File: src/rtl/risc_pkg.sv
// Shared RISC core definitions: instruction field layout, fetch/decode FSM
// encoding, skid entry and decoded-field structs.
package risc_pkg;

  localparam logic [31:0] RESET_PC_DEF = 32'h0000_0000;

  localparam int WORD_W   = 32;
  localparam int OPCODE_W = 6;
  localparam int REG_W    = 5;
  localparam int FUNCT_W  = 6;
  localparam int IMM_W    = 16;
  localparam int TARGET_W = 26;

  localparam int OPCODE_MSB = 31;
  localparam int OPCODE_LSB = 26;
  localparam int RS_MSB     = 25;
  localparam int RS_LSB     = 21;
  localparam int RT_MSB     = 20;
  localparam int RT_LSB     = 16;
  localparam int RD_MSB     = 15;
  localparam int RD_LSB     = 11;
  localparam int SHAMT_MSB  = 10;
  localparam int SHAMT_LSB  = 6;
  localparam int FUNCT_MSB  = 5;
  localparam int FUNCT_LSB  = 0;
  localparam int IMM_MSB    = 15;
  localparam int IMM_LSB    = 0;
  localparam int TARGET_MSB = 25;
  localparam int TARGET_LSB = 0;

  typedef enum logic [1:0] {
    IDLE  = 2'd0,
    FETCH = 2'd1,
    HOLD  = 2'd2
  } fd_state_e;

  typedef struct packed {
    logic [OPCODE_W-1:0] opcode;
    logic [REG_W-1:0]    rs;
    logic [REG_W-1:0]    rt;
    logic [REG_W-1:0]    rd;
    logic [REG_W-1:0]    shamt;
    logic [FUNCT_W-1:0]  funct;
    logic [IMM_W-1:0]    imm;
    logic [TARGET_W-1:0] target;
  } insn_fields_t;

  typedef struct packed {
    logic [WORD_W-1:0] word;
    logic [WORD_W-1:0] pc;
  } fetch_ent_t;

endpackage

File: src/rtl/insn_fields.sv
// Pure bit-slicing of an instruction word into its MIPS-style fields.
// Shared with the writeback/debug trace path.
module insn_fields
  import risc_pkg::*;
(
  input  logic [WORD_W-1:0] word,
  output insn_fields_t      fld
);

  always_comb begin
    fld        = '0;
    fld.opcode = word[OPCODE_MSB:OPCODE_LSB];
    fld.rs     = word[RS_MSB:RS_LSB];
    fld.rt     = word[RT_MSB:RT_LSB];
    fld.rd     = word[RD_MSB:RD_LSB];
    fld.shamt  = word[SHAMT_MSB:SHAMT_LSB];
    fld.funct  = word[FUNCT_MSB:FUNCT_LSB];
    fld.imm    = word[IMM_MSB:IMM_LSB];
    fld.target = word[TARGET_MSB:TARGET_LSB];
  end

endmodule

File: src/rtl/fetch_decode_stage.sv
// Fetch/decode stage: PC-driven imem requests, decode register with a
// one-entry skid buffer for downstream stall, and branch redirect/flush.
module fetch_decode_stage
  import risc_pkg::*;
#(
  parameter logic [31:0] RESET_PC = RESET_PC_DEF
) (
  input  logic        clk,
  input  logic        reset,
  output logic        imem_req,
  output logic [31:0] imem_addr,
  input  logic        imem_ack,
  input  logic [31:0] imem_data,
  input  logic        stall,
  input  logic        branch_taken,
  input  logic [31:0] branch_target,
  output logic        id_valid,
  output logic [31:0] id_pc,
  output logic [31:0] id_pc4,
  output logic [5:0]  id_opcode,
  output logic [4:0]  id_rs,
  output logic [4:0]  id_rt,
  output logic [4:0]  id_rd,
  output logic [4:0]  id_shamt,
  output logic [5:0]  id_funct,
  output logic [15:0] id_imm,
  output logic [25:0] id_target
);

  fd_state_e    state, state_nx;
  logic [31:0]  pc, id_word;
  fetch_ent_t   skid;
  logic         skid_full;
  logic         accept, to_skid, bubble, unskid, redirect;
  insn_fields_t fld;

  // Branch wins over everything outside IDLE; a same-cycle ack is dropped.
  always_comb begin
    state_nx = state;
    accept   = 1'b0;
    to_skid  = 1'b0;
    bubble   = 1'b0;
    unskid   = 1'b0;
    redirect = 1'b0;
    unique case (state)
      IDLE:  state_nx = FETCH;
      FETCH: begin
        if (branch_taken)                          redirect = 1'b1;
        else if (imem_ack && (!id_valid || !stall)) accept   = 1'b1;
        else if (imem_ack) begin
          to_skid  = 1'b1;
          state_nx = HOLD;
        end
        else if (!stall)                           bubble   = 1'b1;
      end
      HOLD: begin
        if (branch_taken) begin
          redirect = 1'b1;
          state_nx = FETCH;
        end else if (!stall) begin
          unskid   = skid_full;
          state_nx = FETCH;
        end
      end
      default: state_nx = IDLE;
    endcase
  end

  always_ff @(posedge clk or posedge reset) begin
    if (reset) state <= IDLE;
    else       state <= state_nx;
  end

  always_ff @(posedge clk or posedge reset) begin
    if (reset) begin
      pc        <= RESET_PC;
      id_valid  <= 1'b0;
      id_word   <= '0;
      id_pc     <= '0;
      id_pc4    <= '0;
      skid      <= '0;
      skid_full <= 1'b0;
    end else begin
      if (redirect)              pc <= {branch_target[31:2], 2'b00};
      else if (accept || to_skid) pc <= pc + 32'd4;

      if (redirect || bubble)    id_valid <= 1'b0;
      else if (accept || unskid) id_valid <= 1'b1;

      if (accept) begin
        id_word <= imem_data;
        id_pc   <= pc;
        id_pc4  <= pc + 32'd4;
      end else if (unskid) begin
        id_word <= skid.word;
        id_pc   <= skid.pc;
        id_pc4  <= skid.pc + 32'd4;
      end

      if (to_skid) begin
        skid      <= '{word: imem_data, pc: pc};
        skid_full <= 1'b1;
      end else if (redirect || unskid) begin
        skid_full <= 1'b0;
      end
    end
  end

  // Both derive only from registers, so they move on clock edges (or reset).
  assign imem_req  = (state == FETCH);
  assign imem_addr = pc;

  insn_fields u_fields (
    .word (id_word),
    .fld  (fld)
  );

  assign id_opcode = fld.opcode;
  assign id_rs     = fld.rs;
  assign id_rt     = fld.rt;
  assign id_rd     = fld.rd;
  assign id_shamt  = fld.shamt;
  assign id_funct  = fld.funct;
  assign id_imm    = fld.imm;
  assign id_target = fld.target;

endmodule

File: config.mk
export PLATFORM = sky130hd
export DESIGN_NAME = fetch_decode_stage
export DESIGN_NICKNAME = d
export VERILOG_FILES = /design/src/rtl/risc_pkg.sv /design/src/rtl/insn_fields.sv /design/src/rtl/fetch_decode_stage.sv
export SDC_FILE = /design/constraint.sdc
export NUM_CORES = 1
export LEC_CHECK = 0
export CAP_MARGIN = 20
export CORE_MARGIN = 5
export CORE_UTILIZATION = 45
export DETAILED_ROUTE_END_ITERATION = 6
export HOLD_SLACK_MARGIN = 0.12
export PLACE_DENSITY = 0.79
export SETUP_SLACK_MARGIN = 0.15
export SYNTH_ARGS = -nofsm -noshare
export SYNTH_HDL_FRONTEND = slang
export SYNTH_SLANG_ARGS = --single-unit
export TNS_END_PERCENT = 5
File: constraint.sdc
create_clock -name clk -period 19.3 [get_ports clk]
set_input_delay 3.86 -clock clk [delete_from_list [all_inputs] [get_ports clk]]
set_output_delay 3.86 -clock clk [all_outputs]
set_load 0.02 [all_outputs]
## Word level (Yosys, flattened, before mapping)

Index checks and enable logic that the tools add are counted.

- Add/subtract/negate cells: 2
- Equal/unequal tests: 6
- Multiplexer cells: 35
- Reduce and logical (&&, ||, !) cells: 15

Operator list:

| cell | count |
|---|---|
| two-way mux 32 bit | 8 |
| adder 32 x 3 -> 32 bit (second input constant) | 2 |
| two-way mux 1 bit | 21 |
| two-way mux 2 bit | 5 |
| nonzero test 2 bit | 4 |
| case mux 2 bit (3 select lines) | 1 |
| logical OR 1 bit | 5 |
| inequality test 2 bit (second input constant) | 2 |
| AND reduction 4 bit | 1 |
| inequality test 3 bit (second input constant) | 1 |
| equality test 2 x 1 -> 1 bit (second input constant) | 1 |
| equality test 2 bit (second input constant) | 1 |
| logical NOT 1 bit | 2 |
| logical NOT 2 bit | 1 |
| inequality test 2 x 1 -> 1 bit (second input constant) | 1 |
| OR reduction 2 bit | 1 |
| logical AND 1 bit | 1 |

- Register bits: 196
- Word-level logic and storage cells: 67

## Logic depth before layout (Yosys ltp)

- Depth after elaboration: 9
- Gate-level depth with buffers: 9

## Modules after synthesis

A second synthesis with hierarchy kept.

- Cell total of the unflattened synthesis: 1,068
- Area, all modules: 9,945.8 um^2

By module, submodules not included:

| module | times used | cells each | area each (um^2) | seq. area each (um^2) |
|---|---|---|---|---|
| fetch_decode_stage | 1 | 994 | 9,390.3 | 4,704.5 |
| insn_fields | 1 | 74 | 555.5 | 0.0 |

## Least setup slack after synthesis

Ideal clock, no wire load.

- Path type: input -> register
- Start: input branch_taken
- End: register id_pc4[14]
- Library setup time: 0.142 ns
- Data arrival time: 5.109 ns
- Required time: 19.158 ns
- Setup slack: 14.049 ns
- Cell stages on the path: 5
- Cells stage by stage: nand3b_1 clkbuf_1 a21oi_1 clkbuf_1 a22oi_1

- Word-level cells in the longest chain between the ends: 3
- Elaborated cells on any way between the ends: 6

Ends and longest elaborated chain:

| item | line | source |
|---|---|---|
| start: declaration | fetch_decode_stage.sv:15 | `input logic branch_taken,` |
| two-way mux 1 bit, on equally long branches | fetch_decode_stage.sv:48, fetch_decode_stage.sv:57 |  |
| two-way mux 1 bit | fetch_decode_stage.sv:45 | `unique case (state)` |
| two-way mux 32 bit / nonzero test 2 bit (equally long branches) | n/a |  |
| end signal: assignment | fetch_decode_stage.sv:93 | `id_pc4 <= pc + 32'd4;` |
| end signal: assignment | fetch_decode_stage.sv:97 | `id_pc4 <= skid.pc + 32'd4;` |
| end: declaration | fetch_decode_stage.sv:19 | `output logic [31:0] id_pc4,` |

Parallel ways exist; a longest one is shown, timed or not.
A chain may end at the register's enable or synchronous reset.

## Worst setup path in the final report

- Start: input branch_taken
- End: register id_word[19]

- Word-level cells in the longest chain between the ends: 3
- Elaborated cells on any way between the ends: 6

Ends and longest elaborated chain:

| item | line | source |
|---|---|---|
| two-way mux 1 bit, on equally long branches | fetch_decode_stage.sv:48, fetch_decode_stage.sv:57 |  |
| two-way mux 1 bit | fetch_decode_stage.sv:45 |  |
| two-way mux 32 bit / nonzero test 2 bit (equally long branches) | n/a |  |
| end signal: assignment | fetch_decode_stage.sv:91 | `id_word <= imem_data;` |
| end signal: assignment | fetch_decode_stage.sv:95 | `id_word <= skid.word;` |
| end: declaration | fetch_decode_stage.sv:31 | `logic [31:0] pc, id_word;` |

Parallel ways exist; a longest one is shown, timed or not.

==> flow_metrics.tcl <==
set metrics [dict create \
    die_width_um 157 \
    nNetsFinal 1249 \
    grt_pass1_wl_mm 43.8 \
    synth_edf_count 0 \
    synth-seq-area-share 0.485 \
    worstSetupPathDepth 7 \
    clockRootBuffer "clkbuf_16" \
    status "complete, no violations" \
    finClkSkew_ns 0.0116 \
    clk_path_buf_depth 2 \
    synth.distinct_cells 62 \
    critPathMaxFanout 60 \
    fmax_mhz 152 \
    slew_violations 0 \
    p_leak_nw 5.18 \
    synth_area_leaders "dfrtp_1, nand2_1, mux2_2, a31oi_1, nor2_1" \
    track_usage 0.222 \
    reg2reg_from "state[1]$_DFFE_PP0P_" \
    slew_headroom 0.312 \
    initial_core_util 0.459 \
    max_stage_delay_ns 0.92 \
    drive_gt1_frac 0.0926 \
    num_rows 53 \
    synth_flop_cell "dfrtp_1" \
    die_area_um2 24600 \
    yosysWarnings 0 \
    core_area_um2 21200 \
    r2r_cells 8 \
    p_per_area_nw_per_um2 167 \
    drc 0 \
    cpMaxStageDelayCell "and3b_1" \
    rsz0062_at_grt "no" \
    cts.htree.levels 4 \
    required_ns 19.59 \
    finalSetupViolations 0 \
    port_buffers 232 \
    grt_pass1_vias 8059 \
    tns_ns 0 \
    worst_skew_pair.late_latency_ns 0.43 \
    worstMarginPinSlew_ns 1.03 \
    nFillCells 1830 \
    cts.clk_slew.worst_paths_ns 0.07 \
    fin_ws_ns 12.71 \
    cts_buffers 17 \
    hp-class "flip-flop to flip-flop" \
    fp.dieH_um 157 \
    postCtsSetupRepairBufs 0 \
    dr.pass1.iters 5 \
    vias_per_cell 5.76 \
    first_iter_violations 687 \
    synth-seq-cells 188 \
    antenna_found_initial 0 \
    cts_resized 0 \
    synth.largest_area_cell "dfrtp_1" \
    cp-end-kind "flip-flop" \
    wl_mm 27.7 \
    antenna_left 0 \
    routedWlPerCell_um 18.9 \
    hold_violations 0 \
    period_share 0.341 \
    antenna_cells 0 \
    grt_max_degree 132 \
    cts.sinks 188 \
    worstPathCellList "clkdlybuf4s50_1, and3b_1, nand2_4, buf_4, buf_12, nor2_1, a31oi_1" \
    vias 8428 \
    worstSetupPathType "primary input to flip-flop" \
    synth_area_um2 9710 \
    place_ws_ns 12.14 \
    min_from "skid[37]$_DFFE_PP0P_" \
    postSynth.asyncResetShare 1.00 \
    syn_inst 1036 \
    period_needed_ns 6.59 \
    gp_congestion 0.861 \
    grt-ovfl-total 0 \
    min_path_cells 1 \
    hold_buffers 0 \
    cts_tree "yes" \
    synth_top_area_share 0.485 \
    critPathTopFamily "simple AND/OR/NAND/NOR gates" \
    startpoint "branch_taken" \
    syn_area_per_cell_um2 9.37 \
    vdd.ir_drop.worst_uv 87.0 \
    boundaryPins 241 \
    detailed_place_hpwl_mm 18.7 \
    cp-start-kind "primary input" \
    area_growth_pct 28.4 \
    maxCapViolations 0 \
    path_buf_inv 3 \
    arrival_ns 6.88 \
]
-- metrics by stage --
stage / utilization / std cells / instance area [um2] / hold slack, ns / power, mW
4_1_cts: 0.588 / 1462 / 12400 / 0.511 / 2.09
3_5_place_dp: 0.560 / 1430 / 11800 / 0.495 / 1.72
5_1_grt: 0.589 / 1463 / 12500 / 0.526 / 2.19
6_report: 0.589 / 1463 / 12500 / 0.510 / 2.08
3_3_place_gp: 0.560 / 1430 / 11800 / 0.488 / 1.69
2_1_floorplan: - / 1041 / 9720 / 0.481 / 1.30
-- state kept, by name (all words and copies together) (netlist names) --
| register | count |
|---|---|
| id_pc | 30 |
| id_pc4 | 30 |
| id_valid | 1 |
| id_word | 32 |
| imem_addr | 30 |
| skid | 62 |
| skid_full | 1 |
| state | 2 |
-- cell type report --
class / instances / area, um2 / share of cell area
clock buffer: 19 / 443 / 0.0356
multi-input combinational: 709 / 4330 / 0.348
inverter: 17 / 71.3 / 0.00572
timing repair buffer: 242 / 2410 / 0.193
sequential: 188 / 4700 / 0.378
clock inverter: 13 / 154 / 0.0124
tap: 275 / 344 / 0.0276
-- where the power goes --
part	total [mW]	switching (mW)	internal [mW]
combinational	0.936	0.477	0.458
sequential	0.778	0.205	0.573
clock	0.363	0.166	0.198
-- per-layer routing --
layer	vias to the layer above	track usage	share of wire
li1	3862	-	-
met1	4190	0.292	0.41
met3	48	0.0415	0.067
met2	328	0.369	0.50
met4	0	0.0789	0.028
met5	-	0	0
-- path summary, 6_finish.rpt --
path	end	slack, ns
min in group asynchronous	id_pc4[27]$_DFFE_PP0P_	4.05
worst max register to register	id_word[19]$_DFFE_PP0P_	16.08
worst max-delay path	id_word[19]$_DFFE_PP0P_	12.71
worst min register to register	skid[37]$_DFFE_PP0P_	0.51
max in group asynchronous	id_word[28]$_DFFE_PP0P_	13.95
worst min-delay path	skid[37]$_DFFE_PP0P_	0.51
-- worst register-to-register path: stages (launching register included) --
cell	delay, ns
dfrtp_1	0.38
inv_1	0.09
ha_1	0.27
and3b_1	0.82
nand2_4	0.53
buf_4	0.49
buf_12	0.28
nor2_1	0.15
a31oi_1	0.07
-- cells in the final DEF, fill, tap and decap left out, types with 4 or more instances in the layout --
cell and instances:
and4_1 9, buf_4 9, a21o_1 9, mux2i_1 12
xor2_1 9, clkbuf_16 17, a22o_1 6, ha_1 5
inv_1 16, nor4_1 8, o211ai_1 15, o21ai_0 49
and2_1 4, xnor2_1 29, a221o_1 12, a22oi_1 4
and3_1 10, a31oi_1 60, inv_6 5, clkdlybuf4s50_1 232
nand4_1 9, clkinvlp_4 4, o21ai_1 4, a21oi_1 15
dfrtp_1 188, o22ai_1 7, nor3_1 22, o311ai_0 5
conb_1 6, nor2_1 97, nor4_2 5, mux2_2 54
nand2_1 172, nand3_1 30
-- cells by family (layout without fill, tap and decap cells) --
family	after synthesis	after routing	synth area share
AO/OA/AOI/OAI	207	207	0.141
flip-flops	188	188	0.485
other	1	6	0.000386
buffers and inverters	144	291	0.0757
multiplexers	66	66	0.0750
XOR/XNOR	38	38	0.0343
adder cells (fa/ha/maj)	5	5	0.00645
AND/OR/NAND/NOR	387	387	0.183
-- Yosys cell counts, types with 9 or more instances --
| cell type | instances |
|---|---|
| nor3_1 | 22 |
| xor2_1 | 9 |
| a221o_1 | 12 |
| a21o_1 | 9 |
| and4_1 | 9 |
| a31oi_1 | 60 |
| buf_4 | 48 |
| mux2i_1 | 12 |
| o21ai_0 | 49 |
| inv_1 | 17 |
| and3_1 | 10 |
| a21oi_1 | 15 |
| dfrtp_1 | 188 |
| nand2_1 | 173 |
| clkbuf_1 | 65 |
| o211ai_1 | 15 |
| nand3_1 | 30 |
| mux2_2 | 54 |
| nand4_1 | 9 |
| nor2_1 | 98 |
| xnor2_1 | 29 |
(Power assumes the default switching activity.)
